File: src/rtl/security_pkg.sv
// Shared definitions for the intrusion alarm block.
//   DIST_W  : width of a distance sample in cm (unsigned)
//   STATE_W : width of the visible state encoding
//   state_e : alarm sequencer states and their fixed 3-bit encoding
package security_pkg;

  localparam int DIST_W  = 8;
  localparam int STATE_W = 3;

  typedef enum logic [STATE_W-1:0] {
    ST_DISARMED    = 3'd0,
    ST_EXIT_DELAY  = 3'd1,
    ST_ARMED       = 3'd2,
    ST_ENTRY_DELAY = 3'd3,
    ST_ALARM       = 3'd4
  } state_e;

endpackage

File: src/rtl/sec_tick_gen.sv
// One-second tick prescaler.
//   clk_i      : system clock
//   rst_ni     : asynchronous active-low reset
//   clr_i      : synchronous clear, restarts the count from 0 on the next edge
//   sec_tick_o : high for one cycle when the count reaches TICK_DIV-1
// With clr_i pulsed on the edge that enters a state, sec_tick_o is high in the
// cycle before edge entry+k*TICK_DIV, so a consumer acting on the tick leaves
// exactly k*TICK_DIV cycles after entry.
module sec_tick_gen #(
  parameter int TICK_DIV = 50_000_000
) (
  input  logic clk_i,
  input  logic rst_ni,
  input  logic clr_i,
  output logic sec_tick_o
);

  localparam int               CNT_W    = (TICK_DIV > 1) ? $clog2(TICK_DIV) : 1;
  localparam logic [CNT_W-1:0] CNT_LAST = CNT_W'(TICK_DIV - 1);

  logic [CNT_W-1:0] cnt_q;

  always_ff @(posedge clk_i or negedge rst_ni) begin
    if (!rst_ni) begin
      cnt_q <= '0;
    end else if (clr_i || (cnt_q == CNT_LAST)) begin
      cnt_q <= '0;
    end else begin
      cnt_q <= cnt_q + CNT_W'(1);
    end
  end

  // Not gated by clr_i: the FSM's expiry decision feeds clr_i, so gating
  // here would close a combinational loop.
  assign sec_tick_o = (cnt_q == CNT_LAST);

endmodule

File: src/rtl/intrusion_alarm_fsm.sv
// Intrusion alarm sequencer fed by an ultrasonic ranging stage.
// Decides intrusion when HIT_COUNT consecutive valid samples lie in
// 0 < Distance_Raw < THRESH_CM, and sequences
// DISARMED -> EXIT_DELAY -> ARMED -> (ENTRY_DELAY) -> ALARM -> ARMED.
// Ports:
//   CLK          : system clock
//   RST          : asynchronous active-low reset
//   Distance_Raw : distance sample in cm, 0 = no echo
//   Dist_Valid   : one-cycle strobe qualifying Distance_Raw
//   Arm          : arm switch level, 0 forces DISARMED
//   LED_Armed    : high in every state except DISARMED
//   Pre_Warn     : high in ENTRY_DELAY
//   Alarm_Active : high in ALARM
//   Buzzer       : square wave in ALARM, starting high
//   State        : current state encoding
//   Alarm_Count  : ALARM entries since reset, saturating at 255
// Build option: define INTRUSION_ENTRY_DELAY_EN to include the ENTRY_DELAY
// pre-warning state; otherwise ARMED goes straight to ALARM and Pre_Warn is 0.
module intrusion_alarm_fsm
  import security_pkg::*;
#(
  parameter int THRESH_CM       = 50,
  parameter int HIT_COUNT       = 3,
  parameter int TICK_DIV        = 50_000_000,
  parameter int EXIT_DELAY_S    = 10,
  parameter int ENTRY_DELAY_S   = 5,
  parameter int ALARM_TIMEOUT_S = 60,
  parameter int BEEP_DIV        = 12_500_000
) (
  input  logic               CLK,
  input  logic               RST,
  input  logic [DIST_W-1:0]  Distance_Raw,
  input  logic               Dist_Valid,
  input  logic               Arm,
  output logic               LED_Armed,
  output logic               Pre_Warn,
  output logic               Alarm_Active,
  output logic               Buzzer,
  output logic [STATE_W-1:0] State,
  output logic [7:0]         Alarm_Count
);

  localparam int MAX_S_A = (EXIT_DELAY_S > ALARM_TIMEOUT_S) ? EXIT_DELAY_S : ALARM_TIMEOUT_S;
  localparam int MAX_S   = (MAX_S_A > ENTRY_DELAY_S) ? MAX_S_A : ENTRY_DELAY_S;
  localparam int SEC_W   = (MAX_S > 1) ? $clog2(MAX_S) : 1;
  localparam int HIT_W   = $clog2(HIT_COUNT + 1);
  localparam int BEEP_W  = (BEEP_DIV > 1) ? $clog2(BEEP_DIV) : 1;

  localparam logic [SEC_W-1:0]  EXIT_LAST  = SEC_W'(EXIT_DELAY_S - 1);
  localparam logic [SEC_W-1:0]  ALARM_LAST = SEC_W'(ALARM_TIMEOUT_S - 1);
`ifdef INTRUSION_ENTRY_DELAY_EN
  localparam logic [SEC_W-1:0]  ENTRY_LAST = SEC_W'(ENTRY_DELAY_S - 1);
`endif
  localparam logic [HIT_W-1:0]  HIT_MAX    = HIT_W'(HIT_COUNT);
  localparam logic [HIT_W-1:0]  HIT_LAST   = HIT_W'(HIT_COUNT - 1);
  localparam logic [BEEP_W-1:0] BEEP_LAST  = BEEP_W'(BEEP_DIV - 1);
  localparam logic [DIST_W-1:0] THRESH     = DIST_W'(THRESH_CM);

  state_e            state_q;
  logic [SEC_W-1:0]  sec_cnt_q;
  logic [HIT_W-1:0]  hit_cnt_q;
  logic [BEEP_W-1:0] beep_cnt_q;
  logic              buzzer_q;
  logic              led_q;
  logic              alarm_q;
  logic [7:0]        alarm_cnt_q;
`ifdef INTRUSION_ENTRY_DELAY_EN
  logic              pre_warn_q;
`endif

  logic sec_tick;
  logic tick_clr;
  logic in_range;
  logic timed_last;
  logic expire;
  logic qualify;

  always_comb begin
    in_range   = (Distance_Raw != '0) && (Distance_Raw < THRESH);
    timed_last = 1'b0;
    case (state_q)
      ST_EXIT_DELAY:  timed_last = (sec_cnt_q == EXIT_LAST);
`ifdef INTRUSION_ENTRY_DELAY_EN
      ST_ENTRY_DELAY: timed_last = (sec_cnt_q == ENTRY_LAST);
`endif
      ST_ALARM:       timed_last = (sec_cnt_q == ALARM_LAST);
      default:        timed_last = 1'b0;
    endcase
    expire  = sec_tick && timed_last;
    // The strobe that brings the counter to HIT_COUNT triggers the move.
    qualify = (state_q == ST_ARMED) && Dist_Valid && in_range && (hit_cnt_q >= HIT_LAST);
    // Restart the prescaler on every edge that changes state (clearing it
    // while DISARMED or while Arm is low is harmless).
    tick_clr = !Arm || (state_q == ST_DISARMED) || expire || qualify;
  end

  sec_tick_gen #(
    .TICK_DIV (TICK_DIV)
  ) u_tick (
    .clk_i      (CLK),
    .rst_ni     (RST),
    .clr_i      (tick_clr),
    .sec_tick_o (sec_tick)
  );

  always_ff @(posedge CLK or negedge RST) begin
    if (!RST) begin
      state_q     <= ST_DISARMED;
      sec_cnt_q   <= '0;
      hit_cnt_q   <= '0;
      beep_cnt_q  <= '0;
      buzzer_q    <= 1'b0;
      led_q       <= 1'b0;
      alarm_q     <= 1'b0;
      alarm_cnt_q <= '0;
`ifdef INTRUSION_ENTRY_DELAY_EN
      pre_warn_q  <= 1'b0;
`endif
    end else if (!Arm) begin
      // Disarm wins over every other event; the alarm tally is kept.
      state_q    <= ST_DISARMED;
      sec_cnt_q  <= '0;
      hit_cnt_q  <= '0;
      beep_cnt_q <= '0;
      buzzer_q   <= 1'b0;
      led_q      <= 1'b0;
      alarm_q    <= 1'b0;
`ifdef INTRUSION_ENTRY_DELAY_EN
      pre_warn_q <= 1'b0;
`endif
    end else begin
      if (sec_tick) begin
        sec_cnt_q <= sec_cnt_q + SEC_W'(1);
      end
      case (state_q)
        ST_DISARMED: begin
          state_q   <= ST_EXIT_DELAY;
          led_q     <= 1'b1;
          sec_cnt_q <= '0;
          hit_cnt_q <= '0;
        end
        ST_EXIT_DELAY: begin
          hit_cnt_q <= '0;
          if (expire) begin
            state_q   <= ST_ARMED;
            sec_cnt_q <= '0;
          end
        end
        ST_ARMED: begin
          sec_cnt_q <= '0;
          if (Dist_Valid) begin
            if (in_range) begin
              if (hit_cnt_q != HIT_MAX) begin
                hit_cnt_q <= hit_cnt_q + HIT_W'(1);
              end
            end else if (Distance_Raw >= THRESH) begin
              hit_cnt_q <= '0;
            end
          end
          if (qualify) begin
            hit_cnt_q <= '0;
`ifdef INTRUSION_ENTRY_DELAY_EN
            state_q    <= ST_ENTRY_DELAY;
            pre_warn_q <= 1'b1;
`else
            state_q    <= ST_ALARM;
            alarm_q    <= 1'b1;
            buzzer_q   <= 1'b1;
            beep_cnt_q <= '0;
            if (alarm_cnt_q != 8'hFF) begin
              alarm_cnt_q <= alarm_cnt_q + 8'd1;
            end
`endif
          end
        end
`ifdef INTRUSION_ENTRY_DELAY_EN
        ST_ENTRY_DELAY: begin
          if (expire) begin
            state_q    <= ST_ALARM;
            sec_cnt_q  <= '0;
            pre_warn_q <= 1'b0;
            alarm_q    <= 1'b1;
            buzzer_q   <= 1'b1;
            beep_cnt_q <= '0;
            if (alarm_cnt_q != 8'hFF) begin
              alarm_cnt_q <= alarm_cnt_q + 8'd1;
            end
          end
        end
`endif
        ST_ALARM: begin
          if (beep_cnt_q == BEEP_LAST) begin
            beep_cnt_q <= '0;
            buzzer_q   <= ~buzzer_q;
          end else begin
            beep_cnt_q <= beep_cnt_q + BEEP_W'(1);
          end
          if (expire) begin
            state_q    <= ST_ARMED;
            sec_cnt_q  <= '0;
            hit_cnt_q  <= '0;
            alarm_q    <= 1'b0;
            buzzer_q   <= 1'b0;
            beep_cnt_q <= '0;
          end
        end
        default: begin
          state_q <= ST_DISARMED;
          led_q   <= 1'b0;
        end
      endcase
    end
  end

  assign LED_Armed    = led_q;
  assign Alarm_Active = alarm_q;
  assign Buzzer       = buzzer_q;
  assign State        = state_q;
  assign Alarm_Count  = alarm_cnt_q;
`ifdef INTRUSION_ENTRY_DELAY_EN
  assign Pre_Warn     = pre_warn_q;
`else
  assign Pre_Warn     = 1'b0;
`endif

endmodule

File: config.mk
export PLATFORM = sky130hd
export DESIGN_NAME = intrusion_alarm_fsm
export DESIGN_NICKNAME = d
export VERILOG_FILES = /design/src/rtl/security_pkg.sv /design/src/rtl/sec_tick_gen.sv /design/src/rtl/intrusion_alarm_fsm.sv
export SDC_FILE = /design/constraint.sdc
export NUM_CORES = 1
export LEC_CHECK = 0
export ABC_AREA = 1
export ABC_CLOCK_PERIOD_IN_PS = 3900
export CAP_MARGIN = 20
export CORE_MARGIN = 5
export CORE_UTILIZATION = 55
export CTS_BUF_LIST = sky130_fd_sc_hd__clkbuf_16
export DETAILED_ROUTE_END_ITERATION = 16
export GPL_ROUTABILITY_DRIVEN = 0
export GPL_TIMING_DRIVEN = 0
export HOLD_SLACK_MARGIN = 0.02
export PLACE_DENSITY = 0.79
export REMOVE_ABC_BUFFERS = 1
export SYNTH_ARGS = -nofsm -noshare
export SYNTH_HDL_FRONTEND = slang
export SYNTH_SLANG_ARGS = --single-unit
export TNS_END_PERCENT = 20
File: constraint.sdc
create_clock -name CLK -period 3.9 [get_ports CLK]
set_clock_uncertainty 0.15 [all_clocks]
set_input_delay 0.975 -clock CLK [delete_from_list [all_inputs] [get_ports CLK]]
set_output_delay 0.975 -clock CLK [all_outputs]
set_load 0.005 [all_outputs]
==> tab_implementation.tex, run 1 <==
\begin{tabular}{lr}
\hline
Metric & Value \\
\hline
\multicolumn{2}{l}{\textbf{Status}} \\
\quad Outcome & finished, final reports clean \\
\multicolumn{2}{l}{\textbf{Setup path}} \\
\quad Critical Path Source & Arm \\
\quad Worst R2R End & beep\_cnt\_q[2]\$\_DFFE\_PN0P\_ \\
\quad Arrival time of the worst setup path & 3620 ps \\
\quad Sort of element at the end of the critical path & flip-flop \\
\quad Number of cells traversed by the worst register-to-register path & 10 \\
\quad Largest fanout of any net on the critical path & 23 \\
\quad Crit path required time & 3970 ps \\
\quad CP endpoint & beep\_cnt\_q[2]\$\_DFFE\_PN0P\_ \\
\quad Type of the worst setup path & in -> reg \\
\quad R2R setup slack & 1410 ps \\
\quad Critical register-to-register path startpoint & hit\_cnt\_q[0]\$\_DFFE\_PN0P\_ \\
\quad Setup crit start kind & input port \\
\multicolumn{2}{l}{\textbf{Yosys}} \\
\quad Area share of the largest cell type after synthesis & 0.389 \\
\quad Number of instances in the synthesized netlist & 636 \\
\quad Top post-synthesis cells by area & sky130\_fd\_sc\_hd\_\_dfrtp\_1 (39\%), sky130\_fd\_sc\_hd\_\_nand2\_1 (11\%), sky130\_fd\_sc\_hd\_\_nor2\_1 (8.3\%) \\
\quad Top cell type by total area after synthesis & sky130\_fd\_sc\_hd\_\_dfrtp\_1 \\
\quad Commonest cells in the synthesized netlist & sky130\_fd\_sc\_hd\_\_nand2\_1 (141), sky130\_fd\_sc\_hd\_\_nor2\_1 (103), sky130\_fd\_sc\_hd\_\_dfrtp\_1 (72) \\
\quad Number of warning messages in the yosys log & 0 \\
\quad Average footprint of a synthesized cell & 7.29 um\^{}2 \\
\quad Number of enable flip-flop cells after synthesis & 0 \\
\quad Post-synthesis cell area & 4640 um\^{}2 \\
\quad Share of synthesized area occupied by flip-flops and latches & 0.389 \\
\quad Synth Flop Type & sky130\_fd\_sc\_hd\_\_dfrtp\_1 \\
\quad Most common cell in the synthesized netlist & sky130\_fd\_sc\_hd\_\_nand2\_1 \\
\quad Fraction of registers with async set/reset & 1.00 \\
\quad Flops \& latches, synth & 72 \\
\quad Number of distinct standard cells referenced by the synthesized netlist & 38 \\
\multicolumn{2}{l}{\textbf{Clocking}} \\
\quad Latest clock arrival within the worst-skew pair & 330 ps \\
\quad Buffers inserted by post-CTS timing repair & 0 \\
\quad Post-CTS sizing & 0 \\
\quad Clock tree from TritonCTS & yes \\
\quad TritonCTS buffer count & 9 \\
\quad Clock root buffer & sky130\_fd\_sc\_hd\_\_clkbuf\_16 \\
\quad Total of hold buffers inserted after clock tree synthesis & 0 \\
\quad Maximum buffer depth of the clock tree & 2 \\
\quad Htree depth & 3 \\
\quad Clock tree sinks & 72 \\
\quad Clock slew at the register clock pins of the worst setup and hold paths & 60 ps \\
\multicolumn{2}{l}{\textbf{Place}} \\
\quad DP Wirelength & 7.41 mm \\
\quad Number of placed cells counting well taps & 754 \\
\quad Buffers on Ports & 25 \\
\multicolumn{2}{l}{\textbf{Route}} \\
\quad Post-detailed-route DRC marker count & 0 \\
\quad Iteration count of the initial detailed-routing pass & 5 \\
\quad Vias after detailed routing & 4183 \\
\quad Routed length per instance & 13.9 um \\
\quad Violation count after the first detailed-route iteration & 233 \\
\quad Routed WL & 10.7 mm \\
\quad Number of vias per cell & 5.43 \\
\quad Final ANT Viol Nets & 0 \\
\multicolumn{2}{l}{\textbf{Power}} \\
\quad Sw Pwr & 626 uW \\
\quad Total leakage power & 0.00236 uW \\
\quad Part of the power in combinational logic & 0.184 \\
\quad Clock network power share & 0.422 \\
\quad Switch share & 0.297 \\
\quad Power Density & 400 nW/um\^{}2 \\
\quad Maximum ir drop on the vdd rail & 0.273 mV \\
\quad Share of power burned in registers & 0.394 \\
\quad Total internal power & 1480 uW \\
\multicolumn{2}{l}{\textbf{Floorplanning}} \\
\quad Chip Height & 102 um \\
\quad Effective utilization at floorplan & 0.564 \\
\quad Placement row count & 33 \\
\quad Core region area & 8220 um\^{}2 \\
\quad Horiz. Die Dim & 102 um \\
\quad Number of top-level design ports & 27 \\
\quad Die Area & 10400 um\^{}2 \\
\multicolumn{2}{l}{\textbf{STA}} \\
\quad Final Hold Violating Endpoints & 0 \\
\quad Shortest clock period the worst path allows after layout & 3550 ps \\
\quad Least-Margin Pin Slew & 966 ps \\
\quad Final setup viols & 0 \\
\quad Highest attainable clock frequency & 0.281 GHz \\
\quad Unrepaired setup endpoints after global routing & no \\
\quad Part of the cycle the worst path needs & 0.911 \\
\quad Setup Total Neg Slack & 0 ps \\
\quad Final Hold Slack & 350 ps \\
\quad Headroom to the max-slew limit & 0.354 \\
\quad Max Transition Viols Final & 0 \\
\multicolumn{2}{l}{\textbf{Global route}} \\
\quad Global-route wire length before repair & 18.2 mm \\
\quad Vias in the first global route & 4182 \\
\quad Initial antenna violation count & 0 \\
\quad Global-route total usage across every layer & 0.217 \\
\quad Residual overflow from global routing & 0 \\
\quad Largest net degree at the start of global routing & 73 \\
\multicolumn{2}{l}{\textbf{Run}} \\
\quad Maximum Capacitance Violations & 0 \\
\multicolumn{2}{l}{\textbf{Cells and area}} \\
\quad Number of antenna diodes & 0 \\
\quad Fraction of final layout cells sized beyond drive strength 1 & 0.101 \\
\quad Area grow syn2layout & 13.6\% \\
\quad Net count, final & 678 \\
\quad Number of standard cells in the final layout excluding fillers & 770 \\
\multicolumn{2}{l}{\textbf{Min path}} \\
\quad Type of the worst min-delay path & reg -> reg \\
\hline
\end{tabular}
-- stage by stage --
stage               setup WS, ps  instance area (um^2)  utilization  power [uW]
floorplan                   1470                  4540            -        1060
global placement            -763                  4920        0.599        1210
finish                       346                  5270        0.641        2100
CTS                          452                  5270        0.641        2110
global route                 195                  5270        0.641        2190
detailed placement           101                  4940        0.602        1230
-- metal layers --
metal / routed length [um] / up-vias / GRT usage
met5: 0 / - / 0
met4: 233 / 0 / 0.0959
met3: 563 / 29 / 0.0362
met2: 5340 / 148 / 0.376
met1: 4570 / 1930 / 0.267
li1: - / 2076 / -
-- registers in the layout, summed over array words and instances, names as in the netlist --
| signal | flops |
|---|---|
| Alarm_Count | 8 |
| beep_cnt_q | 24 |
| LED_Armed | 1 |
| u_tick.cnt_q | 26 |
| State | 3 |
| Alarm_Active | 1 |
| hit_cnt_q | 2 |
| sec_cnt_q | 6 |
| Buzzer | 1 |
-- final cells by class --
class / instances / area (um^2)
fill: 696 / 2950
multi-input combinational: 473 / 2440
timing repair buffer: 26 / 275
tap: 105 / 131
inverter: 78 / 295
clock inverter: 7 / 96.3
sequential: 72 / 1800
clock buffer: 9 / 225
-- worst min path at each step --
stage	slack [ps]	start	cells after the start	endpoint
floorplan	330	Alarm_Active$_DFFE_PN0P_	2	Alarm_Active$_DFFE_PN0P_
finish	350	Alarm_Count[4]$_DFFE_PN0P_	1	Alarm_Count[4]$_DFFE_PN0P_
global placement	340	Alarm_Count[4]$_DFFE_PN0P_	1	Alarm_Count[4]$_DFFE_PN0P_
CTS	360	Alarm_Count[4]$_DFFE_PN0P_	1	Alarm_Count[4]$_DFFE_PN0P_
global route	380	Alarm_Count[4]$_DFFE_PN0P_	1	Alarm_Count[4]$_DFFE_PN0P_
detailed placement	350	Alarm_Count[4]$_DFFE_PN0P_	1	Alarm_Count[4]$_DFFE_PN0P_
-- power groups by stage --
| stage | clock, uW | sequential (uW) | combinational, uW |
|---|---|---|---|
| floorplan | 0 | 834 | 227 |
| global placement | 0 | 840 | 371 |
| detailed placement | 0 | 843 | 383 |
| CTS | 894 | 830 | 387 |
| global route | 932 | 834 | 425 |
| finish | 887 | 830 | 387 |
-- cells by family after synthesis --
kind of cell	synth area share
AOI/OAI and AO/OA	0.0564
other	0.000809
buffers and inverters	0.0850
xor gates and xnor gates	0.0774
adders and majority gates	0.0162
and+or+nand+nor	0.376
DFF	0.389
-- cells in the final DEF, fill, tap and decap left out, types with 3 or more instances in the layout --
cell type / instances
sky130_fd_sc_hd__nand3b_1: 3
sky130_fd_sc_hd__nor3_1: 14
sky130_fd_sc_hd__o21ai_1: 7
sky130_fd_sc_hd__nor2_4: 4
sky130_fd_sc_hd__inv_1: 67
sky130_fd_sc_hd__xor2_1: 31
sky130_fd_sc_hd__a21oi_1: 3
sky130_fd_sc_hd__inv_2: 10
sky130_fd_sc_hd__o21ai_0: 27
sky130_fd_sc_hd__nand3_2: 5
sky130_fd_sc_hd__clkinv_4: 3
sky130_fd_sc_hd__clkdlybuf4s50_1: 24
sky130_fd_sc_hd__ha_1: 6
sky130_fd_sc_hd__nand3_1: 56
sky130_fd_sc_hd__nand2_1: 141
sky130_fd_sc_hd__nor2_2: 17
sky130_fd_sc_hd__dfrtp_1: 72
sky130_fd_sc_hd__nor2_1: 103
sky130_fd_sc_hd__nor4_1: 3
sky130_fd_sc_hd__a211oi_1: 5
sky130_fd_sc_hd__nand2_2: 7
sky130_fd_sc_hd__xnor2_1: 10
sky130_fd_sc_hd__clkbuf_16: 9
sky130_fd_sc_hd__nand4_1: 19
-- critical path, cell delays in order --
cell	delay, ps
sky130_fd_sc_hd__clkdlybuf4s50_1	1110
sky130_fd_sc_hd__inv_2	240
sky130_fd_sc_hd__nor2_4	300
sky130_fd_sc_hd__nand2_1	160
sky130_fd_sc_hd__o21ai_1	530
sky130_fd_sc_hd__nand2_1	120
sky130_fd_sc_hd__o21ai_0	170
Power figures use the tool's default switching activity.
==> run 2: changes to the inputs <==
--- a/config.mk
+++ b/config.mk
@@ -11,6 +11,7 @@
 export CORE_MARGIN = 5
 export CORE_UTILIZATION = 55
 export CTS_BUF_LIST = sky130_fd_sc_hd__clkbuf_16
+export CTS_CLUSTER_DIAMETER = 30
 export DETAILED_ROUTE_END_ITERATION = 16
 export GPL_ROUTABILITY_DRIVEN = 0
 export GPL_TIMING_DRIVEN = 0
==> results of run 2 <==
Final layout, timing and power as in run 1 (identical DEF).
==> run 3: changes to the inputs <==
--- a/config.mk
+++ b/config.mk
@@ -5,18 +5,15 @@
 export SDC_FILE = /design/constraint.sdc
 export NUM_CORES = 1
 export LEC_CHECK = 0
-export ABC_AREA = 1
 export ABC_CLOCK_PERIOD_IN_PS = 3900
 export CAP_MARGIN = 20
-export CORE_MARGIN = 5
 export CORE_UTILIZATION = 55
 export CTS_BUF_LIST = sky130_fd_sc_hd__clkbuf_16
 export CTS_CLUSTER_DIAMETER = 30
 export DETAILED_ROUTE_END_ITERATION = 16
 export GPL_ROUTABILITY_DRIVEN = 0
-export GPL_TIMING_DRIVEN = 0
 export HOLD_SLACK_MARGIN = 0.02
-export PLACE_DENSITY = 0.79
+export PLACE_DENSITY = 0.8
 export REMOVE_ABC_BUFFERS = 1
 export SYNTH_ARGS = -nofsm -noshare
 export SYNTH_HDL_FRONTEND = slang
==> tab_implementation.tex, run 3 <==
\begin{tabular}{lr}
\hline
Metric & Value \\
\hline
\multicolumn{2}{l}{\textbf{Clocking}} \\
\quad Total of hold buffers inserted after clock tree synthesis & 0 \\
\quad Maximum buffer depth of the clock tree & 2 \\
\quad Clock tree sinks & 72 \\
\quad TritonCTS buffer count & 9 \\
\quad Htree depth & 3 \\
\quad Clock slew at the register clock pins of the worst setup and hold paths & 60 ps \\
\quad Post-CTS sizing & 0 \\
\quad Latest clock arrival within the worst-skew pair & 330 ps \\
\quad Clock tree from TritonCTS & yes \\
\quad Buffers inserted by post-CTS timing repair & 0 \\
\quad Clock root buffer & sky130\_fd\_sc\_hd\_\_clkbuf\_16 \\
\multicolumn{2}{l}{\textbf{Place}} \\
\quad Setup Slack @ Placement & 472 ps \\
\quad DP Wirelength & 6.15 mm \\
\quad Buffers on Ports & 25 \\
\multicolumn{2}{l}{\textbf{STA}} \\
\quad Max Transition Viols Final & 0 \\
\quad Headroom to the max-slew limit & 0.401 \\
\quad Shortest clock period the worst path allows after layout & 3160 ps \\
\quad Least-Margin Pin Slew & 892 ps \\
\quad Setup Total Neg Slack & 0 ps \\
\quad Final Hold Violating Endpoints & 0 \\
\quad Part of the cycle the worst path needs & 0.810 \\
\quad Final setup viols & 0 \\
\quad Highest attainable clock frequency & 0.317 GHz \\
\quad Setup slack after layout & 743 ps \\
\quad Unrepaired setup endpoints after global routing & no \\
\multicolumn{2}{l}{\textbf{Setup path}} \\
\quad Arrival time of the worst setup path & 3220 ps \\
\quad Ordered cell list for the critical path & clkdlybuf4s50\_1 > o311a\_1 > a2111o\_1 > nor4\_4 > mux2\_2 \\
\quad CP endpoint & Alarm\_Count[1]\$\_DFFE\_PN0P\_ \\
\quad Critical-path cell with the highest stage delay & sky130\_fd\_sc\_hd\_\_nor4\_4 \\
\quad Largest fanout of any net on the critical path & 8 \\
\quad R2R setup slack & 1140 ps \\
\quad Type of the worst setup path & in -> reg \\
\quad Critical Path Source & Distance\_Raw[1] \\
\quad Setup crit start kind & input port \\
\quad Critical register-to-register path startpoint & u\_tick.cnt\_q[18]\$\_DFF\_PN0\_ \\
\quad Worst R2R End & beep\_cnt\_q[7]\$\_DFFE\_PN0P\_ \\
\quad Sort of element at the end of the critical path & flip-flop \\
\quad Number of cells traversed by the worst register-to-register path & 6 \\
\quad Crit path required time & 3970 ps \\
\quad Longest individual stage delay on the worst path & 560 ps \\
\multicolumn{2}{l}{\textbf{Floorplanning}} \\
\quad Core region area & 7250 um\^{}2 \\
\quad Placement row count & 31 \\
\quad Chip Height & 88.4 um \\
\quad Horiz. Die Dim & 88.4 um \\
\quad Effective utilization at floorplan & 0.566 \\
\quad Die Area & 7820 um\^{}2 \\
\quad Number of top-level design ports & 27 \\
\multicolumn{2}{l}{\textbf{Route}} \\
\quad Final ANT Viol Nets & 0 \\
\quad Routed length per instance & 16.2 um \\
\quad Number of vias per cell & 6.25 \\
\quad Iteration count of the initial detailed-routing pass & 4 \\
\quad Post-detailed-route DRC marker count & 0 \\
\quad Routed WL & 9.14 mm \\
\quad Violation count after the first detailed-route iteration & 170 \\
\quad Vias after detailed routing & 3521 \\
\multicolumn{2}{l}{\textbf{Run}} \\
\quad Maximum Capacitance Violations & 0 \\
\multicolumn{2}{l}{\textbf{Power}} \\
\quad Share of power burned in registers & 0.455 \\
\quad Power Density & 351 nW/um\^{}2 \\
\quad Switch share & 0.204 \\
\quad Part of the power in combinational logic & 0.040 \\
\quad Clock network power share & 0.504 \\
\quad Total internal power & 1330 uW \\
\quad Maximum ir drop on the vdd rail & 0.276 mV \\
\quad Total leakage power & 0.00192 uW \\
\quad Sw Pwr & 342 uW \\
\multicolumn{2}{l}{\textbf{Yosys}} \\
\quad Area share of the largest cell type after synthesis & 0.438 \\
\quad Number of warning messages in the yosys log & 0 \\
\quad Number of distinct standard cells referenced by the synthesized netlist & 56 \\
\quad Number of instances in the synthesized netlist & 436 \\
\quad Average footprint of a synthesized cell & 9.42 um\^{}2 \\
\quad Fraction of registers with async set/reset & 1.00 \\
\quad Synth Flop Type & sky130\_fd\_sc\_hd\_\_dfrtp\_1 \\
\quad Top cell type by total area after synthesis & sky130\_fd\_sc\_hd\_\_dfrtp\_1 \\
\quad Share of synthesized area occupied by flip-flops and latches & 0.438 \\
\quad Top post-synthesis cells by area & sky130\_fd\_sc\_hd\_\_dfrtp\_1 (44\%), sky130\_fd\_sc\_hd\_\_nor2\_1 (4.4\%), sky130\_fd\_sc\_hd\_\_xor2\_1 (4.0\%) \\
\quad Flops \& latches, synth & 72 \\
\quad Most common cell in the synthesized netlist & sky130\_fd\_sc\_hd\_\_dfrtp\_1 \\
\quad Post-synthesis cell area & 4110 um\^{}2 \\
\quad Number of enable flip-flop cells after synthesis & 0 \\
\quad Commonest cells in the synthesized netlist & sky130\_fd\_sc\_hd\_\_dfrtp\_1 (72), sky130\_fd\_sc\_hd\_\_nor2\_1 (48), sky130\_fd\_sc\_hd\_\_nand2\_1 (29) \\
\multicolumn{2}{l}{\textbf{Global route}} \\
\quad Vias in the first global route & 3305 \\
\quad Largest net degree at the start of global routing & 45 \\
\quad Global-route total usage across every layer & 0.249 \\
\quad Global-route wire length before repair & 15.2 mm \\
\quad Initial antenna violation count & 0 \\
\quad Residual overflow from global routing & 0 \\
\multicolumn{2}{l}{\textbf{Cells and area}} \\
\quad Most common library cell in the layout ignoring fill and taps & sky130\_fd\_sc\_hd\_\_dfrtp\_1 \\
\quad Number of antenna diodes & 0 \\
\quad Area grow syn2layout & 15.9\% \\
\quad Fraction of final layout cells sized beyond drive strength 1 & 0.0625 \\
\quad Net count, final & 477 \\
\quad Most flop-heavy register & u\_tick.cnt\_q \\
\quad Post-layout util & 0.656 \\
\quad Most used cells in the layout excluding fill and tap cells & sky130\_fd\_sc\_hd\_\_dfrtp\_1 (72), sky130\_fd\_sc\_hd\_\_nor2\_1 (48), sky130\_fd\_sc\_hd\_\_nand2\_1 (29) \\
\quad Largest register FFs & 26 \\
\multicolumn{2}{l}{\textbf{Status}} \\
\quad Outcome & finished, final reports clean \\
\multicolumn{2}{l}{\textbf{Min path}} \\
\quad Type of the worst min-delay path & reg -> reg \\
\hline
\end{tabular}
run 3: worst max-delay path, delay by kind of cell:
| kind | cells | cell delay (ps) |
|---|---|---|
| multiplexers | 1 | 400 |
| buffers and inverters | 1 | 450 |
| AND/OR/NAND/NOR | 1 | 560 |
| AO/OA/AOI/OAI | 2 | 830 |
run 3: worst min-delay path by stage:
| stage | from | to | slack [ps] | cells past startpoint |
|---|---|---|---|---|
| finish | Alarm_Count[5]$_DFFE_PN0P_ | Alarm_Count[5]$_DFFE_PN0P_ | 350 | 1 |
| global route | Alarm_Count[5]$_DFFE_PN0P_ | Alarm_Count[5]$_DFFE_PN0P_ | 360 | 1 |
| CTS | Alarm_Count[5]$_DFFE_PN0P_ | Alarm_Count[5]$_DFFE_PN0P_ | 350 | 1 |
| detailed placement | Alarm_Count[5]$_DFFE_PN0P_ | Alarm_Count[5]$_DFFE_PN0P_ | 330 | 1 |
| global placement | Alarm_Count[5]$_DFFE_PN0P_ | Alarm_Count[5]$_DFFE_PN0P_ | 330 | 1 |
| floorplan | u_tick.cnt_q[0]$_DFF_PN0_ | u_tick.cnt_q[0]$_DFF_PN0_ | 330 | 1 |
run 3: per-stage QoR:
stage / instance area (um^2) / cells / hold slack [ps] / power [uW]
floorplan: 4010 / 416 / 326 / 796
global placement: 4440 / 546 / 328 / 840
detailed placement: 4440 / 546 / 335 / 842
CTS: 4750 / 562 / 347 / 1690
global route: 4760 / 563 / 364 / 1730
finish: 4760 / 563 / 351 / 1670
run 3: power groups by stage:
stage	logic (uW)	registers [uW]	clock network (uW)
after floorplan	23.3	773	0
after CTS	68.6	761	857
after global placement	66.5	774	0
after global routing	75.5	761	892
after detailed placement	68.1	774	0
final	67.4	761	843
run 3: layer usage:
metal / share of wire / wire length [um] / track usage / up-vias
li1: - / - / - / 1674
met1: 0.44 / 3980 / 0.323 / 1752
met2: 0.51 / 4680 / 0.415 / 84
met3: 0.042 / 384 / 0.0532 / 11
met4: 0.011 / 102 / 0.0880 / 0
met5: 0 / 0 / 0 / -
run 3: cell families (layout without fill, tap and decap cells):
logic type / Yosys count / in the layout / share of synthesized area
flops: 72 / 72 / 0.438
xor+xnor: 33 / 33 / 0.0703
buf+inv: 30 / 58 / 0.0329
simple gates: 218 / 218 / 0.298
other cells: 1 / 1 / 0.000913
fa+ha+maj: 7 / 7 / 0.0207
compound gates: 70 / 70 / 0.125
mux: 5 / 5 / 0.0131
run 3: layout make-up:
| class | count | area (um^2) |
|---|---|---|
| clock inverters | 7 | 78.8 |
| multi-input cells | 334 | 2180 |
| repair buffers | 32 | 318 |
| flip-flops and latches | 72 | 1800 |
| clock buffers | 9 | 225 |
| inverters | 10 | 37.5 |
| fillers | 591 | 2490 |
| well taps | 99 | 124 |
